## config.mk

```make
export PLATFORM = sky130hd
export DESIGN_NAME = ripple_adder_reg
export DESIGN_NICKNAME = d
export VERILOG_FILES = /design/src/rtl/adder_pkg.sv /design/src/rtl/full_adder_bit.sv /design/src/rtl/ripple_adder_reg.sv
export SDC_FILE = /design/constraint.sdc
export NUM_CORES = 1
export LEC_CHECK = 0
export ABC_CLOCK_PERIOD_IN_PS = 2200
export CORE_AREA = 3 3 40 42
export CTS_CLUSTER_SIZE = 8
export DETAILED_ROUTE_END_ITERATION = 7
export DIE_AREA = 0 0 43 45
export GPL_TIMING_DRIVEN = 0
export PLACE_DENSITY = 0.68
export SLEW_MARGIN = 20
export SYNTH_ARGS = -nofsm -noshare
export SYNTH_HDL_FRONTEND = slang
export SYNTH_SLANG_ARGS = --single-unit
export TNS_END_PERCENT = 20
```

## constraint.sdc

```tcl
create_clock -name clk -period 2.2 [get_ports clk]
set_clock_uncertainty 0.1 [all_clocks]
set_input_delay 0.22 -clock clk [delete_from_list [all_inputs] [get_ports clk]]
set_output_delay 0.22 -clock clk [all_outputs]
set_load 0.01 [all_outputs]
```

## src/rtl/adder_pkg.sv

```systemverilog
// Shared definitions for the registered ripple-carry adder.
package adder_pkg;

  localparam int ADDER_MAX_N = 64;

  typedef struct packed {
    logic cout;
    logic overflow;
    logic zero;
  } adder_flags_t;

endpackage

```

## src/rtl/full_adder_bit.sv

```systemverilog
// One-bit combinational full adder cell for the ripple chain.
module full_adder_bit (
  input  logic a_i,
  input  logic b_i,
  input  logic cin_i,
  output logic s_o,
  output logic cout_o
);

  logic p;

  assign p      = a_i ^ b_i;
  assign s_o    = p ^ cin_i;
  assign cout_o = (a_i & b_i) | (cin_i & p);

endmodule

```

## src/rtl/ripple_adder_reg.sv

```systemverilog
// N-bit ripple-carry adder with registered sum, carry, overflow and zero flags.
// One cycle of latency, one result per cycle, no back-pressure.
module ripple_adder_reg
  import adder_pkg::*;
#(
  parameter int N = 4
) (
  input  logic         clk,
  input  logic         rst,
  input  logic         in_valid,
  input  logic [N-1:0] a,
  input  logic [N-1:0] b,
  input  logic         cin,
  output logic         out_valid,
  output logic [N-1:0] sum,
  output logic         cout,
  output logic         overflow,
  output logic         zero
);

  logic [N:0]   c;
  logic [N-1:0] sum_d, sum_q;
  adder_flags_t flags_d, flags_q;
  logic         vld_q;

  assign c[0] = cin;

  for (genvar i = 0; i < N; i++) begin : g_bit
    full_adder_bit u_fa (
      .a_i    (a[i]),
      .b_i    (b[i]),
      .cin_i  (c[i]),
      .s_o    (sum_d[i]),
      .cout_o (c[i+1])
    );
  end

  // For N=1, c[N-1] is cin, so the same expression covers the single-bit case.
  always_comb begin
    flags_d          = '0;
    flags_d.cout     = c[N];
    flags_d.overflow = c[N] ^ c[N-1];
    flags_d.zero     = (sum_d == '0);
  end

  always_ff @(posedge clk or posedge rst) begin
    if (rst) begin
      vld_q   <= 1'b0;
      sum_q   <= '0;
      flags_q <= '0;
    end else begin
      vld_q <= in_valid;
      if (in_valid) begin
        sum_q   <= sum_d;
        flags_q <= flags_d;
      end
    end
  end

  assign out_valid = vld_q;
  assign sum       = sum_q;
  assign cout      = flags_q.cout;
  assign overflow  = flags_q.overflow;
  assign zero      = flags_q.zero;

endmodule

```

==> results_dict.tcl, run 1 <==
set metrics [dict create \
    run_status "finished, violations left" \
    violations "negative setup slack" \
    antenna_found_initial 0 \
    rsz0062_at_grt "yes" \
    synth_area_leader_cell "dfrtp_1" \
    hold_viol 0 \
    cap_viol_max_count 0 \
    regToRegEndpoint "overflow$_DFFE_PP0P_" \
    synth_area_leaders "dfrtp_1 (47%), fa_1 (19%), mux2_4 (18%), inv_1 (4.4%), nor4b_2 (3.5%)" \
    synth_xor_area_share_pct 2.047 \
    yosysTopAreaCellShare_pct 46.78 \
    yosys-top-cells-count "dfrtp_1 (8), inv_1 (5), mux2_4 (5)" \
    synth-simple-area-share_pct 4.386 \
    dp_hpwl_um 585.2 \
    num_io_pins 20 \
    design_area_um2 673.1 \
    synth.avg_cell_area_um2 15.28 \
    areaGrowthSynthToFinish_pct 57.31 \
    holdBufCountCts 0 \
    ys_seq_area_share_pct 46.78 \
    arrival_ns 2.27 \
    h-tree-depth 1 \
    synth_edf_count 0 \
    p_leak_uw 0.0003090 \
    synth_nets 44 \
    initial_core_util_pct 33.30 \
    reg2reg_from "overflow$_DFFE_PP0P_" \
    coreArea_um2 1285 \
    synth_mux_area_share_pct 19.88 \
    ant_nets 0 \
    fin_tns_setup_ns -0.03660 \
    synth_async_sr_flop_share_pct 100.0 \
    critical_path_required_ns 2.23 \
    grt_overflow_total 0 \
    vdd_drop_max_uv 290.7 \
    yosysMostFrequentCell "dfrtp_1" \
    grt_pass1_vias 286 \
    cts_num_sinks 8 \
    post_drt_wl_per_cell_um 10.39 \
    reg2regPathDepth 1 \
    grt_pass1_wl_um 1159 \
    synth.ff_latch_count 8 \
    cp-end-kind "flip-flop" \
    finalCriticalPeriod_ns 2.237 \
    place_area_um2 644.4 \
    num_vias 292 \
    fmax_mhz 447.1 \
    power_density_nw_per_um2 697.0 \
    cts_tree "yes" \
    ys.flop_type "dfrtp_1" \
    drive_gt1_share_pct 35.29 \
    fp.dieW_um 43 \
    synthAdderAreaFrac_pct 18.71 \
    crit_type "in2reg" \
    worst_pin_slew_ns 0.2903 \
    drt_first_pass_iters 4 \
    grt_max_degree 9 \
    start_kind "input pin" \
    dieHeight_um 45 \
    wl_um 686 \
    viasPerCell 4.424 \
    cts_root_buffer "clkbuf_4" \
    whs_ns 0.1160 \
    diodes 0 \
    grt_usage_pct 8.868 \
    synth_warnings 0 \
    post-route-period-util_pct 101.7 \
    syn_area_um2 427.9 \
    cp_max_fo 2 \
    holdCritPathClass "in2async" \
    cts_max_path_buffers 2 \
    drc 0 \
    place_congestion 0.7010 \
    syn_inst 28 \
    synth-compound-area-share_pct 1.170 \
    synth_top_family_by_area "multiplexers" \
    nets 69 \
    ff2ff_setup_slack_ns 1.33 \
    slew_headroom_pct 80.63 \
    worstSkewPairLatency_ns 0.25 \
    cts_buffers 3 \
    drv_slew 0 \
    setup_viol 1 \
    fp-row-count 13 \
    die-area_um2 1935 \
    timing.final.ws_setup_ns -0.03660 \
    final_util_pct 52.39 \
    path_clk_slew_ns 0.05 \
    yosysUniqueCellTypes 10 \
    n_fill_cell 127 \
    drtIter0Drc 4 \
    portBuffers 19 \
]
-- layout by cell type (no fill, tap or decap) --
master,n
mux2_4,5
clkdlybuf4s50_1,15
mux2i_1,1
inv_2,1
nor4b_4,1
fa_2,3
clkbuf_4,3
dfrtp_1,8
nor2_1,1
buf_6,2
inv_1,4
buf_4,1
fa_1,1
buf_2,2
xnor2_1,1
a21oi_1,1
dlygate4sd2_1,1
-- how the worst max path moves through the flow --
stage,start,end,slack [ns],cells past startpoint
final,cin,zero$_DFFE_PP0P_,-0.04,8
after global routing,cin,zero$_DFFE_PP0P_,-0.07,8
after CTS,cin,zero$_DFFE_PP0P_,-0.04,8
after detailed placement,a[0],zero$_DFFE_PP0P_,-0.76,8
after global placement,a[0],zero$_DFFE_PP0P_,-0.76,8
after floorplan,a[0],zero$_DFFE_PP0P_,-0.23,7
-- metrics by stage --
step | total power [uW] | setup WS, ns | instances
2_1_floorplan | 272.6 | -0.2342 | 28
3_3_place_gp | 357.7 | -0.7600 | 62
3_5_place_dp | 358.9 | -0.7589 | 62
4_1_cts | 478.1 | -0.04299 | 66
5_1_grt | 501.6 | -0.07441 | 66
6_report | 469.2 | -0.03660 | 66
-- worst max-delay path, cell delays in order --
cell and delay [ns]:
buf_6 0.09, fa_2 0.38, fa_2 0.35, fa_2 0.36, inv_2 0.06, fa_1 0.42
nor4b_4 0.14, mux2_4 0.25
-- routing by layer --
| layer | share of wire (%) | wire length [um] | track usage [%] |
|---|---|---|---|
| met1 | 42 | 286 | 10.55 |
| met2 | 45 | 308 | 12.28 |
| met3 | 7.4 | 51 | 1.594 |
| met4 | 5.7 | 39 | 10.84 |
| met5 | 0 | 0 | 0 |
-- registers in the layout (all words and copies together), names as in the netlist --
register,flops
cout,1
overflow,1
sum,4
zero,1
out_valid,1
-- cells by family (layout without fill, tap and decap cells) --
kind of cell | count (synthesis) | in the layout
adder cells (fa/ha/maj) | 4 | 4
XOR/XNOR | 1 | 1
multiplexers | 6 | 6
AO/OA/AOI/OAI | 1 | 1
buffers and inverters | 6 | 29
AND/OR/NAND/NOR | 2 | 2
flip-flops | 8 | 8
-- area by class of cell --
class / instances / area (um2) / share of cell area, %
Multi-Input combinational cell: 14 / 214.0 / 31.78
Sequential cell: 8 / 200.2 / 29.74
Timing Repair Buffer: 20 / 187.7 / 27.88
Clock buffer: 3 / 22.52 / 3.346
Inverter: 5 / 18.77 / 2.788
Tap cell: 15 / 18.77 / 2.788
Buffer: 1 / 11.26 / 1.673
-- report_power, final --
| part | switching (uW) | internal (uW) |
|---|---|---|
| combinational | 59.0 | 114 |
| sequential | 15.0 | 174 |
| clock | 45.7 | 62.1 |
| total | 120 | 350 |
-- timing repair --
item,in CTS,in global routing
gates resized for setup,15,0
setup buffers,1,0
pin swaps,4,1
gates cloned,0,0
setup endpoints to repair,3,1
Power figures use the tool's default switching activity.
==> run 2, diff against run 1 <==
TNS_END_PERCENT = 1   (was 20)
==> results of run 2 <==
No change in the layout: final DEF, timing and power equal those of run 1.
